--- src/rtl/sensor_cmd_controller_if.sv ---
// Handshake bundle between the command controller and its UART receiver,
// sensor interface and UART transmitter.
interface sensor_cmd_controller_if;
  logic [7:0] rx_data;
  logic       rx_control;
  logic       sensor_req;
  logic [4:0] sensor_addr;
  logic       sensor_done;
  logic       sensor_error;
  logic [7:0] sensor_temp;
  logic [7:0] sensor_hum;
  logic [7:0] tx_data;
  logic       tx_valid;
  logic       tx_ready;
  logic       busy;
  logic       overrun;

  modport slave (
    input  rx_data, rx_control, sensor_done, sensor_error, sensor_temp, sensor_hum, tx_ready,
    output sensor_req, sensor_addr, tx_data, tx_valid, busy, overrun
  );

  modport master (
    output rx_data, rx_control, sensor_done, sensor_error, sensor_temp, sensor_hum, tx_ready,
    input  sensor_req, sensor_addr, tx_data, tx_valid, busy, overrun
  );
endinterface

--- src/rtl/sensor_cmd_controller.sv ---
// Command sequencer: collects {command, address} frames from the receiver,
// runs one sensor transaction per frame and returns a 2-byte response.
module sensor_cmd_controller #(
  parameter int MAX_ADDR       = 31,
  parameter int FRAME_TIMEOUT  = 115200,
  parameter int SENSOR_TIMEOUT = 230400
) (
  input  logic                     clk_115200hz,
  input  logic                     reset,
  sensor_cmd_controller_if.slave   bus
);

  typedef enum logic [2:0] {
    IDLE,
    GET_ADDR,
    REQ,
    WAIT,
    SEND0,
    SEND1
  } state_t;

  // Timers are 18 bits wide, so SENSOR_TIMEOUT must not exceed 2^18.
  localparam logic [7:0]  MAX_ADDR_B  = 8'(MAX_ADDR);
  localparam logic [17:0] FRAME_LAST  = 18'(FRAME_TIMEOUT - 1);
  localparam logic [17:0] SENSOR_LAST = 18'(SENSOR_TIMEOUT - 1);

  state_t      state;
  logic        rx_control_q;
  logic        rx_pulse;
  logic [7:0]  cmd;
  logic [4:0]  addr;
  logic [7:0]  resp1;
  logic [17:0] frame_timer;
  logic [17:0] sensor_timer;

  assign rx_pulse = bus.rx_control & ~rx_control_q;

  // The first response byte goes straight into tx_data when SEND0 is entered;
  // the second waits in resp1 until the first has been accepted.
  always_ff @(posedge clk_115200hz or posedge reset) begin
    if (reset) begin
      state           <= IDLE;
      rx_control_q    <= 1'b0;
      cmd             <= 8'h00;
      addr            <= 5'd0;
      resp1           <= 8'h00;
      frame_timer     <= 18'd0;
      sensor_timer    <= 18'd0;
      bus.sensor_req  <= 1'b0;
      bus.sensor_addr <= 5'd0;
      bus.tx_data     <= 8'h00;
      bus.tx_valid    <= 1'b0;
      bus.busy        <= 1'b0;
      bus.overrun     <= 1'b0;
    end else begin
      rx_control_q <= bus.rx_control;

      if (rx_pulse && (state == REQ || state == WAIT || state == SEND0 || state == SEND1))
        bus.overrun <= 1'b1;

      case (state)
        IDLE: begin
          if (rx_pulse) begin
            cmd         <= bus.rx_data;
            frame_timer <= 18'd0;
            bus.busy    <= 1'b1;
            state       <= GET_ADDR;
          end
        end

        GET_ADDR: begin
          if (rx_pulse) begin
            addr <= bus.rx_data[4:0];
            if (cmd > 8'h02) begin
              bus.tx_data  <= 8'hEF;
              resp1        <= 8'h00;
              bus.tx_valid <= 1'b1;
              state        <= SEND0;
            end else if (bus.rx_data > MAX_ADDR_B) begin
              bus.tx_data  <= 8'hDF;
              resp1        <= 8'h00;
              bus.tx_valid <= 1'b1;
              state        <= SEND0;
            end else begin
              state <= REQ;
            end
          end else if (frame_timer >= FRAME_LAST) begin
            bus.busy <= 1'b0;
            state    <= IDLE;
          end else if (frame_timer != '1) begin
            frame_timer <= frame_timer + 18'd1;
          end
        end

        REQ: begin
          bus.sensor_addr <= addr;
          bus.sensor_req  <= 1'b1;
          sensor_timer    <= 18'd0;
          state           <= WAIT;
        end

        // A completion on the timeout cycle still counts as a completion.
        WAIT: begin
          if (bus.sensor_done) begin
            bus.sensor_req <= 1'b0;
            bus.tx_valid   <= 1'b1;
            state          <= SEND0;
            if (bus.sensor_error) begin
              bus.tx_data <= 8'h1F;
              resp1       <= 8'h00;
            end else begin
              case (cmd)
                8'h00: begin
                  bus.tx_data <= 8'h08;
                  resp1       <= 8'h00;
                end
                8'h01: begin
                  bus.tx_data <= 8'h09;
                  resp1       <= bus.sensor_temp;
                end
                8'h02: begin
                  bus.tx_data <= 8'h0A;
                  resp1       <= bus.sensor_hum;
                end
                default: begin
                  bus.tx_data <= 8'hEF;
                  resp1       <= 8'h00;
                end
              endcase
            end
          end else if (sensor_timer >= SENSOR_LAST) begin
            bus.sensor_req <= 1'b0;
            bus.tx_data    <= 8'hFE;
            resp1          <= 8'h00;
            bus.tx_valid   <= 1'b1;
            state          <= SEND0;
          end else if (sensor_timer != '1) begin
            sensor_timer <= sensor_timer + 18'd1;
          end
        end

        SEND0: begin
          if (bus.tx_ready) begin
            bus.tx_data <= resp1;
            state       <= SEND1;
          end
        end

        SEND1: begin
          if (bus.tx_ready) begin
            bus.tx_valid <= 1'b0;
            bus.tx_data  <= 8'h00;
            bus.busy     <= 1'b0;
            state        <= IDLE;
          end
        end

        default: begin
          bus.sensor_req <= 1'b0;
          bus.tx_valid   <= 1'b0;
          bus.busy       <= 1'b0;
          state          <= IDLE;
        end
      endcase
    end
  end

endmodule

--- src/flat_wrapper.sv ---
// flat-port wrapper written by rule: the top's interface ports become plain ports
module sensor_cmd_controller_flat 
#(
  parameter int MAX_ADDR       = 31,
  parameter int FRAME_TIMEOUT  = 115200,
  parameter int SENSOR_TIMEOUT = 230400
)
  (clk_115200hz, reset, bus_rx_data, bus_rx_control, bus_sensor_done, bus_sensor_error, bus_sensor_temp, bus_sensor_hum, bus_tx_ready, bus_sensor_req, bus_sensor_addr, bus_tx_data, bus_tx_valid, bus_busy, bus_overrun);
  sensor_cmd_controller_if bus_i ();
  input  logic clk_115200hz;
  input  logic reset;
  input wire logic [$bits(bus_i.rx_data)-1:0] bus_rx_data;
  input wire logic [$bits(bus_i.rx_control)-1:0] bus_rx_control;
  input wire logic [$bits(bus_i.sensor_done)-1:0] bus_sensor_done;
  input wire logic [$bits(bus_i.sensor_error)-1:0] bus_sensor_error;
  input wire logic [$bits(bus_i.sensor_temp)-1:0] bus_sensor_temp;
  input wire logic [$bits(bus_i.sensor_hum)-1:0] bus_sensor_hum;
  input wire logic [$bits(bus_i.tx_ready)-1:0] bus_tx_ready;
  output wire logic [$bits(bus_i.sensor_req)-1:0] bus_sensor_req;
  output wire logic [$bits(bus_i.sensor_addr)-1:0] bus_sensor_addr;
  output wire logic [$bits(bus_i.tx_data)-1:0] bus_tx_data;
  output wire logic [$bits(bus_i.tx_valid)-1:0] bus_tx_valid;
  output wire logic [$bits(bus_i.busy)-1:0] bus_busy;
  output wire logic [$bits(bus_i.overrun)-1:0] bus_overrun;
  assign bus_i.rx_data = bus_rx_data;
  assign bus_i.rx_control = bus_rx_control;
  assign bus_i.sensor_done = bus_sensor_done;
  assign bus_i.sensor_error = bus_sensor_error;
  assign bus_i.sensor_temp = bus_sensor_temp;
  assign bus_i.sensor_hum = bus_sensor_hum;
  assign bus_i.tx_ready = bus_tx_ready;
  assign bus_sensor_req = bus_i.sensor_req;
  assign bus_sensor_addr = bus_i.sensor_addr;
  assign bus_tx_data = bus_i.tx_data;
  assign bus_tx_valid = bus_i.tx_valid;
  assign bus_busy = bus_i.busy;
  assign bus_overrun = bus_i.overrun;
  sensor_cmd_controller #(.MAX_ADDR(MAX_ADDR), .FRAME_TIMEOUT(FRAME_TIMEOUT), .SENSOR_TIMEOUT(SENSOR_TIMEOUT)) u_core (.clk_115200hz(clk_115200hz), .reset(reset), .bus(bus_i));
endmodule
--- config.mk ---
export PLATFORM = sky130hd
export DESIGN_NAME = sensor_cmd_controller_flat
export DESIGN_NICKNAME = d
export VERILOG_FILES = /design/src/rtl/sensor_cmd_controller_if.sv /design/src/rtl/sensor_cmd_controller.sv /design/src/flat_wrapper.sv
export SDC_FILE = /design/constraint.sdc
export NUM_CORES = 1
export LEC_CHECK = 0
export ABC_CLOCK_PERIOD_IN_PS = 3850
export CAP_MARGIN = 20
export CORE_ASPECT_RATIO = 1.1
export CORE_UTILIZATION = 55
export DETAILED_ROUTE_END_ITERATION = 7
export HOLD_SLACK_MARGIN = 0.1
export PLACE_DENSITY = 0.77
export SETUP_SLACK_MARGIN = 0.05
export SYNTH_ARGS = -nofsm -noshare
export SYNTH_HDL_FRONTEND = slang
export SYNTH_SLANG_ARGS = --single-unit
--- constraint.sdc ---
create_clock -name clk_115200hz -period 3.85 [get_ports clk_115200hz]
set_input_delay 1.155 -clock clk_115200hz [delete_from_list [all_inputs] [get_ports clk_115200hz]]
set_output_delay 1.155 -clock clk_115200hz [all_outputs]
set_load 0.005 [all_outputs]
## Yosys cells after proc, flatten, opt, wreduce, memory -nomap -nowiden

Index checks and enable logic that the tools add are counted.

- Output and inout port bits: 17
- RAM bits: 0
- Latch bits: 0
- Logic and storage cells: 121
- Flip-flop bits (word level): 78
- Memories: 0
- Memory bits (read-only): 0
- Input bits: 30

- Shift-type cells: 0
- Reductions and logical operators: 23
- Order comparisons: 4
- Equal/unequal tests: 23
- Mux-type cells: 51
- $mul: 0
- Add/subtract/negate cells: 2
- Bitwise gates (word level): 5
- Divide/modulo/power cells: 0

Operators with widths:

| kind | count |
|---|---|
| $mux W18 | 7 |
| $mux W8 | 14 |
| $pmux W18 S2 | 2 |
| $add A18 B1 Y18 const B | 2 |
| $ne A18 B18 Y1 const B | 2 |
| $pmux W8 S2 | 2 |
| $pmux W8 S4 | 1 |
| $mux W3 | 9 |
| $pmux W8 S3 | 1 |
| $reduce_and A5 Y1 | 4 |
| $ge A18 B17 Y1 const B | 1 |
| $ge A18 B18 Y1 const B | 1 |
| $pmux W3 S6 | 1 |
| $ne A2 B2 Y1 const B | 7 |
| $mux W1 | 11 |
| $eq A8 B1 Y1 const B | 1 |
| $eq A8 B2 Y1 const B | 1 |
| $gt A8 B2 Y1 const B | 1 |
| $gt A8 B5 Y1 const B | 1 |
| $logic_not A8 Y1 | 1 |
| $ne A2 B1 Y1 const B | 4 |
| $pmux W1 S4 | 2 |
| $reduce_and A4 Y1 | 2 |
| $eq A3 B2 Y1 const B | 2 |
| other kinds (16) | 28 |

## Longest topological paths before layout

- Depth in word-level cells: 5
- Mapped depth: 8

## Least setup slack after synthesis

OpenSTA, ideal clock, no wires.

- Kind: in2reg
- Start point: input port bus_rx_control
- End point: register u_core.frame_timer[13]
- Path buffers: 0
- Stages: 5
- Library setup time: 0.078 ns
- Slack: 1.237 ns
- Data required time: 3.772 ns
- Arrival: 2.535 ns
- Cells stage by stage: nand2b_1 > mux2i_2 > nand3_1 > or4_1 > a21oi_1

- Word-level cells in the longest chain between the ends: 3
- Elaborated cells on any way between the ends: 4
- Classes of those cells: 2 x eq/ne; 1 x bitwise; 1 x reduce/logical

Ends and longest elaborated chain:

| item | RTL line | source |
|---|---|---|
| start, declared | flat_wrapper.sv:13 | `input wire logic [$bits(bus_i.rx_control)-1:0] bus_rx_control;` |
| $and A1 B1 Y1 * | sensor_cmd_controller.sv:36 | `assign rx_pulse = bus.rx_control & ~rx_control_q;` |
| $ne A2 B2 Y1 (no line) or $ne A2 B1 Y1 (tied branches) | - |  |
| $reduce_and A5 Y1 (no line) * | - |  |
| end signal, assigned | sensor_cmd_controller.sv:91 | `frame_timer <= frame_timer + 18'd1;` |
| end, declared | sensor_cmd_controller.sv:33 | `logic [17:0] frame_timer;` |

Every way passes the cells marked *; elsewhere a longest branch is shown, timed or not.
A chain may end at the register's enable or synchronous reset.

## Final worst setup path

- Start point: input port bus_rx_data[7]
- End point: register u_core.resp1[4]

- Word-level cells in the longest chain between the ends: 3

Ends and longest elaborated chain:

| item | RTL line | source |
|---|---|---|
| start, declared | flat_wrapper.sv:12 | `input wire logic [$bits(bus_i.rx_data)-1:0] bus_rx_data;` |
| $gt A8 B5 Y1 | sensor_cmd_controller.sv:79 | `end else if (bus.rx_data > MAX_ADDR_B) begin` |
| $ne A3 B1 Y1 (no line) | - |  |
| $reduce_and A4 Y1 (no line) | - |  |
| end signal, assigned | sensor_cmd_controller.sv:119 | `resp1 <= bus.sensor_temp;` |
| end signal, assigned | sensor_cmd_controller.sv:123 | `resp1 <= bus.sensor_hum;` |
| end, declared | sensor_cmd_controller.sv:32 | `logic [7:0] resp1;` |

No other way between the ends.

==> qor.tcl <==
set qor(cts_hold_buffers) 0
set qor(num_rows) 32
set qor(min_delay_path_depth) 2
set qor(worst_r2r_endpoint) {u_core.frame_timer[13]$_DFFE_PP0P_}
set qor(ys_dominant_reg_cell) {dfrtp_1}
set qor(cts_buffer_depth) 2
set qor(gpl.final_weighted_congestion) 0.824
set qor(share_of_final_layout_standard_cells_stronger_than_drive_strength_1_pct) 10.1
set qor(dp.final_hpwl_mm) 6.75
set qor(reg2reg_start) {u_core.state[0]$_DFFE_PP0P_}
set qor(boundaryPins) 47
set qor(yosysMostFrequentCell) {dfrtp_1}
set qor(synth.yosys.seq_area_share_pct) 48.4
set qor(fmax_ghz) 0.340
set qor(ctsHtreeMaxLevel) 3
set qor(cellLeakagePower_nw) 1.96
set qor(synthArstFlopShare_pct) 100
set qor(vias) 3492
set qor(overflow) 0
set qor(syn_to_final_growth_pct) 19.3
set qor(final.period_utilization_pct) 76.5
set qor(yosysUniqueCellTypes) 50
set qor(worst-endpoint-arrival_ns) 3.21
set qor(synthTopCellsByCount) {dfrtp_1, nand2_1, nor2_1}
set qor(total_nets_final) 512
set qor(setup.worst_path.end_class) {register}
set qor(grt_pass1_vias) 3420
set qor(effective_utilization_at_floorplan_pct) 57.3
set qor(layout.cells.non_filler) 570
set qor(final.setup.worst_slack_ns) 0.905
set qor(post-route-min-period_ns) 2.94
set qor(clock_tree.root_cell) {clkbuf_8}
set qor(placed_cells) 554
set qor(via_per_inst) 6.13
set qor(gr-usage-all-layers_pct) 26.3
set qor(worstRegToRegCells) 6
set qor(ant_nets) 0
set qor(timing.setup.critical_path_class) {in2reg}
set qor(drc_errors) 0
set qor(maxSlewHeadroom_pct) 35.8
set qor(worst_setup_hold_path_clk_slew_ns) 0.09
set qor(wl_mm) 9.35
set qor(port_buffers) 46
set qor(synth_fp_nets) 467
set qor(grt_max_degree) 39
set qor(cts_sinks) 78
set qor(antenna_found_initial) 0
set qor(num_antenna_cells) 0
set qor(first_pass_iters) 4
set qor(place_worst_setup_slack_ns) 0.578
set qor(maxSlewViolCount) 0
set qor(hp-class) {reg2reg}
set qor(setup-tns-final_ns) 0
set qor(max_cap_violations) 0
set qor(timing.critical_path.required_ns) 4.12
set qor(synth_top_area_share_pct) 48.4
set qor(tritoncts) {done}
set qor(layout.core_utilization_pct) 68.3
set qor(post_cts_resize_count) 0
set qor(startpoint_type) {primary input}
set qor(worst_hold_path.endpoint) {u_core.bus.sensor_addr[3]$_DFFE_PP0P_}
set qor(post-synth-top-area-cell) {dfrtp_1}
set qor(wire_length_of_the_first_global_routing_pass_mm) 16.2
set qor(status) {finished, final reports clean}
set qor(fin_worst_skew_ns) 0.00843
set qor(tightest_slew_ns) 0.963
set qor(final_number_of_hold_violating_endpoints) 0
set qor(setup_viol) 0
set qor(synth-warning-count) 0
set qor(worst-path-max-fanout) 7
set qor(core_area_um2) 7050
set qor(die_h_um) 91.8
set qor(clock_latency_ns) 0.35
set qor(totalPowerFinal_mw) 2.80
set qor(postSynthCellCount) 435
set qor(ys_top_cells_by_area) {dfrtp_1, nand2_1, mux2_2}
set qor(hp-start) {u_core.addr[3]$_DFFE_PP0P_}
set qor(design.die.area_um2) 7680
set qor(cts_buffers) 9
set qor(power_density_nw_per_um2) 581
set qor(rsz0062_at_grt) {no}
set qor(detail_route.iter0.violations) 207
set qor(synth-edff-count) 0
set qor(r2r_setup_slack_ns) 1.44
set qor(mappedNetlistArea_um2) 4040
set qor(max-vdd-ir-drop_mv) 0.334
set qor(post_cts.repair.setup_buffers) 0
set qor(fp.dieW_um) 83.7
set qor(yosys_register_bits) 78
set qor(synth.avg_cell_area_um2) 9.28
set qor(routedWlPerCell_um) 16.4
## power breakdown
group	switching [mW]	leakage (nW)	internal, mW
Sequential	0.208	0.991	1.02
Combinational	0.443	0.863	0.427
Clock	0.310	0.110	0.387
Total	0.961	1.96	1.84
## flip-flops by register name, summed over array words and instances (netlist names)
register and count:
u_core.bus.sensor_addr 5, u_core.bus.busy 1, u_core.bus.tx_valid 1, u_core.resp1 8
u_core.sensor_timer 18, u_core.cmd 8, u_core.bus.sensor_req 1, u_core.addr 5
u_core.bus.tx_data 8, u_core.frame_timer 18, u_core.bus.overrun 1, u_core.rx_control_q 1
u_core.state 3
## per-layer routing
layer | vias up | wire length (um) | track usage (%)
li1 | 1669 | - | -
met1 | 1713 | 4340 | 36.1
met2 | 92 | 4420 | 41.7
met3 | 18 | 351 | 3.78
met4 | 0 | 231 | 11.3
met5 | - | 0 | 0
## layout make-up
cell class / count / area (um2)
Clock inverter: 6 / 92.6
Fill cell: 576 / 2230
Tap cell: 85 / 106
Inverter: 10 / 37.5
Clock buffer: 10 / 138
Sequential cell: 78 / 1950
Multi-Input combinational cell: 330 / 1980
Timing Repair Buffer: 51 / 510
## placed cells by master (no fill, tap or decap), types with 10 or more instances in the layout
cell type and count:
nand4_1 15, mux2_2 14, o21ai_0 27, nor2_1 33, clkbuf_8 10, dfrtp_1 78, a21oi_1 30, or3_1 15
nand3_1 14, clkdlybuf4s50_1 46, nand2_1 67
## critical path: stages
cell and delay, ns:
clkdlybuf4s50_1 0.43, a2111oi_0 0.57, nand3_1 0.23, nor2b_1 0.25, nor2_1 0.41, o2bb2ai_1 0.17
## stage by stage
| step | hold slack [ns] | cell area (um2) |
|---|---|---|
| final | 0.471 | 4810 |
| after global routing | 0.496 | 4810 |
| after CTS | 0.477 | 4810 |
| after detailed placement | 0.453 | 4580 |
| after global placement | 0.453 | 4580 |
| after floorplan | 0.433 | 4040 |
## worst max path at each step
stage                         from                           to  cells after the start
floorplan                    reset   u_core.addr[0]$_DFFE_PP0P_                      1
global placement    bus_rx_data[7]  u_core.state[2]$_DFFE_PP0P_                      6
detailed placement  bus_rx_control  u_core.resp1[0]$_DFFE_PP0P_                      6
CTS                 bus_rx_control  u_core.resp1[0]$_DFFE_PP0P_                      6
global route        bus_rx_data[7]  u_core.state[2]$_DFFE_PP0P_                      6
finish              bus_rx_data[7]  u_core.resp1[4]$_DFFE_PP0P_                      6
## cell families (layout without fill, tap and decap cells)
family	Yosys count	after routing	share of synthesized area, %
AOI/OAI and AO/OA	108	108	16.9
xor gates and xnor gates	11	11	2.39
adders and majority gates	2	2	0.620
buffers and inverters	27	77	2.73
DFF	78	78	48.4
muxes	15	15	4.25
and+or+nand+nor	194	194	24.7
Note: power is estimated with default switching activity, not from simulation.
